<file path="src/rtl/regfile_pkg.sv">
// Shared constants and helpers for the parametrised CPU register file.
// Default geometry matches the classic 32x32 two-read/one-write file.
package regfile_pkg;

  localparam int REGFILE_WIDTH = 32;
  localparam int REGFILE_DEPTH = 32;

  // Ceiling log2; DEPTH is a power of two so this is exact.
  function automatic int clog2(input int value);
    int result;
    result = 0;
    for (int v = value - 1; v > 0; v = v >> 1) begin
      result = result + 1;
    end
    return result;
  endfunction

endpackage

</file>
<file path="src/rtl/regfile_read_port.sv">
// One combinational read port: address mux, write bypass, zero-register
// override and operand-ready generation from the pending scoreboard.
module regfile_read_port
  import regfile_pkg::*;
#(
  parameter int WIDTH    = REGFILE_WIDTH,
  parameter int DEPTH    = REGFILE_DEPTH,
  parameter int AW       = clog2(DEPTH),
  parameter int ZERO_REG = 1,
  parameter int BYPASS   = 1
) (
  input  logic [AW-1:0]                readRegister,
  input  logic [DEPTH-1:0][WIDTH-1:0]  regs,
  input  logic [DEPTH-1:0]             pending,
  input  logic                         writeEnable,
  input  logic [AW-1:0]                writeRegister,
  input  logic [WIDTH-1:0]             writeData,
  output logic [WIDTH-1:0]             readData,
  output logic                         ready
);

  logic isZeroReg;
  logic bypassHit;

  assign isZeroReg = (ZERO_REG != 0) && (readRegister == '0);
  assign bypassHit = (BYPASS != 0) && writeEnable && (writeRegister == readRegister);

  // Zero register has the final say so a bypass can never leak into it.
  always_comb begin
    readData = regs[readRegister];
    ready    = !pending[readRegister];
    if (bypassHit) begin
      readData = writeData;
      ready    = 1'b1;
    end
    if (isZeroReg) begin
      readData = '0;
      ready    = 1'b1;
    end
  end

endmodule

</file>
<file path="src/rtl/regfile_param.sv">
// Parametrised two-read/one-write register file with optional write bypass
// and a per-register pending scoreboard for operand-ready stalls.
module regfile_param
  import regfile_pkg::*;
#(
  parameter int WIDTH    = REGFILE_WIDTH,
  parameter int DEPTH    = REGFILE_DEPTH,
  parameter int AW       = clog2(DEPTH),
  parameter int ZERO_REG = 1,
  parameter int BYPASS   = 1
) (
  input  logic              Clk,
  input  logic              ResetN,
  input  logic [AW-1:0]     ReadRegister1,
  input  logic [AW-1:0]     ReadRegister2,
  output logic [WIDTH-1:0]  ReadData1,
  output logic [WIDTH-1:0]  ReadData2,
  output logic              Ready1,
  output logic              Ready2,
  input  logic [AW-1:0]     WriteRegister,
  input  logic [WIDTH-1:0]  WriteData,
  input  logic              RegWrite,
  input  logic [AW-1:0]     ReserveRegister,
  input  logic              Reserve
);

  logic [DEPTH-1:0][WIDTH-1:0] regsReg;
  logic [DEPTH-1:0]            pendingReg;
  logic [DEPTH-1:0]            writeHit;
  logic [DEPTH-1:0]            reserveHit;
  logic                        bypassEnable;

  // Per-register decode; register 0 never decodes when it is hardwired.
  for (genvar gi = 0; gi < DEPTH; gi++) begin : genDecode
    if ((ZERO_REG != 0) && (gi == 0)) begin : genZero
      assign writeHit[gi]   = 1'b0;
      assign reserveHit[gi] = 1'b0;
    end else begin : genNormal
      assign writeHit[gi]   = RegWrite && (WriteRegister == AW'(gi));
      assign reserveHit[gi] = Reserve && (ReserveRegister == AW'(gi));
    end
  end

  // Reserve is applied after the write clear: a new producer wins.
  always_ff @(posedge Clk or negedge ResetN) begin
    if (!ResetN) begin
      regsReg    <= '0;
      pendingReg <= '0;
    end else begin
      for (int i = 0; i < DEPTH; i++) begin
        if (writeHit[i]) begin
          regsReg[i] <= WriteData;
        end
      end
      pendingReg <= reserveHit | (pendingReg & ~writeHit);
    end
  end

  // A write held during reset is discarded, so it must not forward either.
  assign bypassEnable = RegWrite && ResetN;

  regfile_read_port #(
    .WIDTH(WIDTH), .DEPTH(DEPTH), .AW(AW), .ZERO_REG(ZERO_REG), .BYPASS(BYPASS)
  ) readPort1 (
    .readRegister  (ReadRegister1),
    .regs          (regsReg),
    .pending       (pendingReg),
    .writeEnable   (bypassEnable),
    .writeRegister (WriteRegister),
    .writeData     (WriteData),
    .readData      (ReadData1),
    .ready         (Ready1)
  );

  regfile_read_port #(
    .WIDTH(WIDTH), .DEPTH(DEPTH), .AW(AW), .ZERO_REG(ZERO_REG), .BYPASS(BYPASS)
  ) readPort2 (
    .readRegister  (ReadRegister2),
    .regs          (regsReg),
    .pending       (pendingReg),
    .writeEnable   (bypassEnable),
    .writeRegister (WriteRegister),
    .writeData     (WriteData),
    .readData      (ReadData2),
    .ready         (Ready2)
  );

endmodule

</file>
<file path="config.mk">
export PLATFORM = sky130hd
export DESIGN_NAME = regfile_param
export DESIGN_NICKNAME = d
export VERILOG_FILES = /design/src/rtl/regfile_pkg.sv /design/src/rtl/regfile_read_port.sv /design/src/rtl/regfile_param.sv
export SDC_FILE = /design/constraint.sdc
export NUM_CORES = 2
export LEC_CHECK = 0
export BUFFER_PORTS_ARGS = -buffer_cell sky130_fd_sc_hd__buf_2
export CORE_MARGIN = 1.5
export CORE_UTILIZATION = 40
export DETAILED_ROUTE_END_ITERATION = 16
export HOLD_SLACK_MARGIN = 0.02
export PLACE_DENSITY = 0.6
export SYNTH_ARGS = -nofsm -noshare
export SYNTH_HDL_FRONTEND = slang
export SYNTH_SLANG_ARGS = --single-unit
</file>
<file path="constraint.sdc">
create_clock -name Clk -period 3.3 [get_ports Clk]
set_input_delay 0 -clock Clk [delete_from_list [all_inputs] [get_ports Clk]]
set_output_delay 0 -clock Clk [all_outputs]
set_load 0.02 [all_outputs]
</file>
## After elaboration in Yosys (flattened, before gate mapping)

Index checks and enable logic that the tools add are counted.

| storage, ports and cells | value |
|---|---|
| register bits | 1024 |
| input port bits | 56 |
| output and inout bits | 66 |
| logic and storage cells | 186 |

| operators by class | value |
|---|---|
| order comparisons | 2 |
| eq/ne operators | 64 |
| mux-type cells | 16 |
| bitwise operators | 3 |
| reductions and logical operators | 69 |

Operator list:

| kind | number |
|---|---|
| binary-select mux 32 bit (select 5 bit) | 2 |
| two-way mux 32 bit | 6 |
| equality test 5 bit (second input constant) | 32 |
| equality test 5 x 4 -> 1 bit (second input constant) | 16 |
| logical AND 1 bit | 65 |
| equality test 5 x 3 -> 1 bit (second input constant) | 8 |
| bitwise AND 32 bit | 1 |
| inverter 32 bit | 1 |
| bitwise OR 32 bit | 1 |
| equality test 5 x 2 -> 1 bit (second input constant) | 4 |
| less-than comparator 5 x 6 -> 1 bit (second input constant) | 2 |
| binary-select mux 1 bit (select 5 bit) | 2 |
| equality test 5 x 1 -> 1 bit (second input constant) | 2 |
| equality test 5 bit | 2 |
| zero test 5 bit | 2 |
| two-way mux 1 bit | 6 |
| zero test 1 bit | 2 |

## Longest topological paths before layout

| depth | value |
|---|---|
| word-level depth | 5 |
| depth in mapped cells | 11 |
| gate-level depth less buffers | 6 |

## Cells and area by module

A second synthesis with hierarchy kept.

| second synthesis, totals | value |
|---|---|
| cell total of the unflattened synthesis | 3921 |
| area total of the unflattened synthesis | 56304.0 µm² |

By module, submodules not included:

| module | instances | cells each | area an instance (µm²) | sequential area each (µm²) |
|---|---|---|---|---|
| regfile_param | 1 | 2323 | 38316.7 | 25599.6 |
| regfile_read_port | 2 | 799 | 8993.6 | 0.0 |

## Least setup slack after synthesis

Ideal clock, no wire load.

| path | value |
|---|---|
| path kind | input to output |
| start | input ReadRegister1[1] |
| end | output Ready1 |
| arrival time | 1.902 ns |
| data required time | 3.300 ns |
| path slack | 1.398 ns |
| cell stages on the path | 6 |
| path buffers | 2 |
| cells stage by stage | buf_2 buf_1 mux4_2 mux4_2 and3_1 a31oi_1 |

| between the ends | value |
|---|---|
| cells in the longest elaborated chain, start to end | 5 |
| elaborated cells on any way between the ends | 8 |
| classes of those cells | eq/ne: 1; mux: 4; reduce/logical: 3 |

Ends and longest elaborated chain:

| element | RTL line | text |
|---|---|---|
| start: declaration | regfile_param.sv:14 | `input logic [AW-1:0] ReadRegister1,` |
| binary-select mux 1 bit (select 5 bit) | regfile_read_port.sv:31 | `ready = !pending[readRegister];` |
| two-way mux 1 bit (implied by the code) | regfile_read_port.sv:31 |  |
| zero test 1 bit | regfile_read_port.sv:31 |  |
| two-way mux 1 bit | regfile_read_port.sv:32 | `if (bypassHit) begin` |
| two-way mux 1 bit (*) | regfile_read_port.sv:36 | `if (isZeroReg) begin` |
| end: declaration | regfile_param.sv:18 | `output logic Ready1,` |

Every way passes the cells marked *; elsewhere a longest branch is shown, timed or not. The select of a mux whose other input is x is not followed.

## Worst setup path in the final report

| path | value |
|---|---|
| start | input WriteRegister[2] |
| end | output ReadData1[17] |

| between the ends | value |
|---|---|
| cells in the longest elaborated chain, start to end | 4 |

Ends and longest elaborated chain:

| element | RTL line | text |
|---|---|---|
| start: declaration | regfile_param.sv:20 | `input logic [AW-1:0] WriteRegister,` |
| equality test 5 bit | regfile_read_port.sv:26 | `assign bypassHit = (BYPASS != 0) && writeEnable && (writeRegister == readRegister);` |
| logical AND 1 bit | regfile_read_port.sv:26 |  |
| two-way mux 32 bit | regfile_read_port.sv:32 |  |
| two-way mux 32 bit | regfile_read_port.sv:36 |  |
| end: declaration | regfile_param.sv:16 | `output logic [WIDTH-1:0] ReadData1,` |

Every way passes these cells.

==> summary.md <==
| Metric | Value |
|---|---|
| Outcome | completed |
| Required time worst endpoint | around 3.3 ns |
| Post-Syn Instances | a little under 4000 |
| Buffers added on ports | about 120 |
| DR vias/cell | around 6.5 |
| Area of the mapped netlist | 55510 um2 |
| Routed vias | 37810 |
| Dpl hpwl | 112400 um |
| Yosys reg bits | ~1000 |
| Static leakage | 0.02707 uW |
| Post-cts gate resize count | 0 |
| Core footprint | 137700 um2 |
| Fin nets | around 4000 |
| Sum of negative setup slack | 0 ns |
| Detailed-route wire length | between 150000 and 200000 um |
| Primary FF master, synth | dfrtp_1 |
| Post-Synth Adder-Cell Area | 0% |
| XOR/XNOR Fraction of Synth Area | less than 1% |
| Worst Skew | 0 ns |
| Final slew viol count | 0 |
| Max transition margin | between 20 and 25% |
| Pin slew with the least headroom to its limit | around 1.2 ns |
| Largest net degree at the start of global routing | between 150 and 200 |
| Worst flop-to-flop path startpoint | pendingReg[24] |
| Register area | about 26000 um2 |
| CTS tree | done |
| Syn_area_per_cell | about 14 um2 |
| Crit end category | primary output |
| Post-synth ARST share | 100.0% |
| Highest Clock Rate | ~320 MHz |
| Most common cell after layout, fill and taps aside | mux2_2 |
| I/O pins | approximately 120 |
| Commonest non-fill, non-tap cells in the layout | mux2_2, dfrtp_1, mux4_2 |
| Register area share after synthesis | between 40% and 50% |
| Worst-path clk slew | about 0.06 ns |
| Post-synth EDFFs | 0 |
| Fill cells | approximately 12000 |
| Initial antenna violation count | 9 |
| Drt drc | 0 |
| RSZ-0062 raised after global routing | no |
| Endpoints failing setup | 0 |
| CTS Sinks | 1023 |
| First-pass GRT wire length | 279500 um |
| ANT nets after route | 0 |
| Row Count | around 140 |
| Final worst-path cycle share | 93.39% |
| Yosys warns | 0 |
| Hold Crit Class | in -> async |
| Chip height | between 300 and 400 um |
| Layout cells sized above 1 | between 50% and 60% |
| Worst Setup Start Kind | primary input |
| Number of global-route vias before repair | 37780 |
| DR pass1 iterations | 5 |
| Multiplexer share of the synthesized area | about two fifths |
| Placed insts | roughly 5500 |
| Htree depth | 3 |
| Non-Filler Instances | 5787 |
| Worst Setup SP | WriteRegister[2] |
| Worst Path Max Fanout | 11 |
| CP Data Arrival Time | between 3 and 4 ns |
| GR Util All Layers | about 27% |
| Power Density | between 600 and 700 nW/um2 |
| Clk buf depth | 3 |
| Die width | roughly 380 um |
| Crit path time final | between 3 and 4 ns |
| Overflow after GRT | 0 |
| Multi-input logic area | about 28000 um2 |
| Largest family of logic cells by synthesized area | multiplexers |
| Setup CP Type | in -> out |
| Root buf cell | clkbuf_16 |
| Synth Area in Simple Gates | roughly 3.3% |
| Final GP Congestion | roughly 0.83 |
| Initial Utilization | between 40% and 50% |
| MaxCap Viol Count | 0 |
| Synth Area in Compound Gates | between 5 and 6% |
| Initial DRC count | between 4000 and 5000 |
| Area Overhead vs Synth | 13.59% |
| Mapped Nets | 3904 |
| CTS buffer count | 112 |
| Die ar. | around 140000 um2 |
| Distinct cell type count after synthesis | 55 |
| WL/cell | 33.28 um |
| VDD IR-drop max | 0.0004050 V |
| Final hold violations | 0 |
| R2R Setup Slk | ~2.1 ns |
| Clock Latency Late Sink | about 0.72 ns |
[synthesized netlist by cell type, types with 5 or more instances]
master / n / area, um2
mux2_2: 1079 / 12150
dfrtp_1: 1023 / 25600
mux4_2: 456 / 10270
clkbuf_1: 193 / 724.4
buf_2: 131 / 655.6
nand2_1: 98 / 367.9
nor2_1: 93 / 349.1
mux2i_1: 89 / 890.9
o21ai_0: 89 / 445.4
a221oi_1: 62 / 543.0
a21oi_1: 60 / 300.3
nor3_1: 55 / 275.3
buf_1: 50 / 187.7
a22oi_1: 45 / 337.8
nor2b_1: 43 / 269.0
a221o_1: 28 / 280.3
a211oi_1: 24 / 180.2
buf_4: 18 / 135.1
nand3_1: 18 / 90.09
nand2b_1: 17 / 106.4
o22ai_1: 17 / 106.4
a22o_1: 16 / 140.1
nand4_1: 15 / 93.84
a31oi_1: 13 / 81.33
a21o_1: 11 / 82.58
a32o_1: 11 / 110.1
buf_6: 11 / 123.9
and3_1: 10 / 62.56
xor2_1: 10 / 87.58
inv_1: 7 / 26.28
a2111oi_0: 6 / 52.55
and2_1: 6 / 37.54
o21ai_1: 5 / 25.02
[worst max-delay path, cell delays in order]
cell           delay [ns]
dlygate4sd3_1        0.54
buf_2                0.21
xor2_1               0.19
nor3_1               0.24
buf_4                0.18
nand2_1              0.06
nor2_1               0.77
nand2_1              0.16
a21oi_1              0.47
buf_2                0.26
[cell type report]
type	instances	area share [%]
diodes	3	0.01191
clock buffers	164	5.343
clock inverters	42	0.7897
inverters	7	0.04167
multi-input cells	2415	44.93
flip-flops and latches	1023	40.60
well taps	1794	3.560
repair buffers	339	4.732
[final timing paths]
path / cells past startpoint / end
worst max-delay path: 10 / ReadData1[17]
worst min-delay path: 3 / regsReg[341]
worst max register to register: 3 / pendingReg[24]
worst min register to register: 1 / regsReg[985]
max in group asynchronous: 5 / regsReg[871]
min in group Clk: 5 / pendingReg[13]
[what timing repair did]
action,in CTS,in global routing
endpoints found under the hold margin,1297,0
setup endpoints to repair,0,0
hold buffers,51,0
buffers inserted,0,0
[state kept, by name, summed over array words and instances (netlist names)]
| signal | flops |
|---|---|
| pendingReg | 31 |
| regsReg | 992 |
[stage by stage]
stage	util (%)	power, uW	area, um2	hold WS (ns)	setup WS (ns)
floorplan	-	22460	55510	-0.2956	1.398
global placement	42.62	24810	58670	0.1176	0.4028
detailed placement	42.62	25070	58670	0.1196	0.5866
CTS	45.80	38330	63050	0.06770	0.2719
global route	45.80	39770	63050	0.1398	0.1551
finish	45.81	38220	63060	0.1015	0.2180
[kinds of logic (layout without fill, tap and decap cells)]
family / Yosys count / count (layout)
multiplexers: 1624 / 1624
buffers and inverters: 410 / 552
XOR/XNOR: 10 / 10
AO/OA/AOI/OAI: 406 / 406
AND/OR/NAND/NOR: 375 / 375
flip-flops: 1023 / 1023
other: 0 / 3
[where the power goes]
part	internal (uW)	switching [uW]	total [uW]
registers	15000	1780	16800
clock network	7760	5440	13200
logic	4730	3480	8210
total	27500	10700	38200
[routing by layer]
metal | share of wire (%) | track usage (%) | vias to the layer above | routed length, um
li1 | - | - | 15020 | -
met1 | 42 | 38.68 | 20470 | 80440
met2 | 45 | 40.89 | 1898 | 86140
met3 | 9.5 | 6.281 | 410 | 18330
met4 | 4.0 | 10.50 | 10 | 7627
met5 | 0.028 | 0 | - | 54
(Power assumes the default switching activity.)
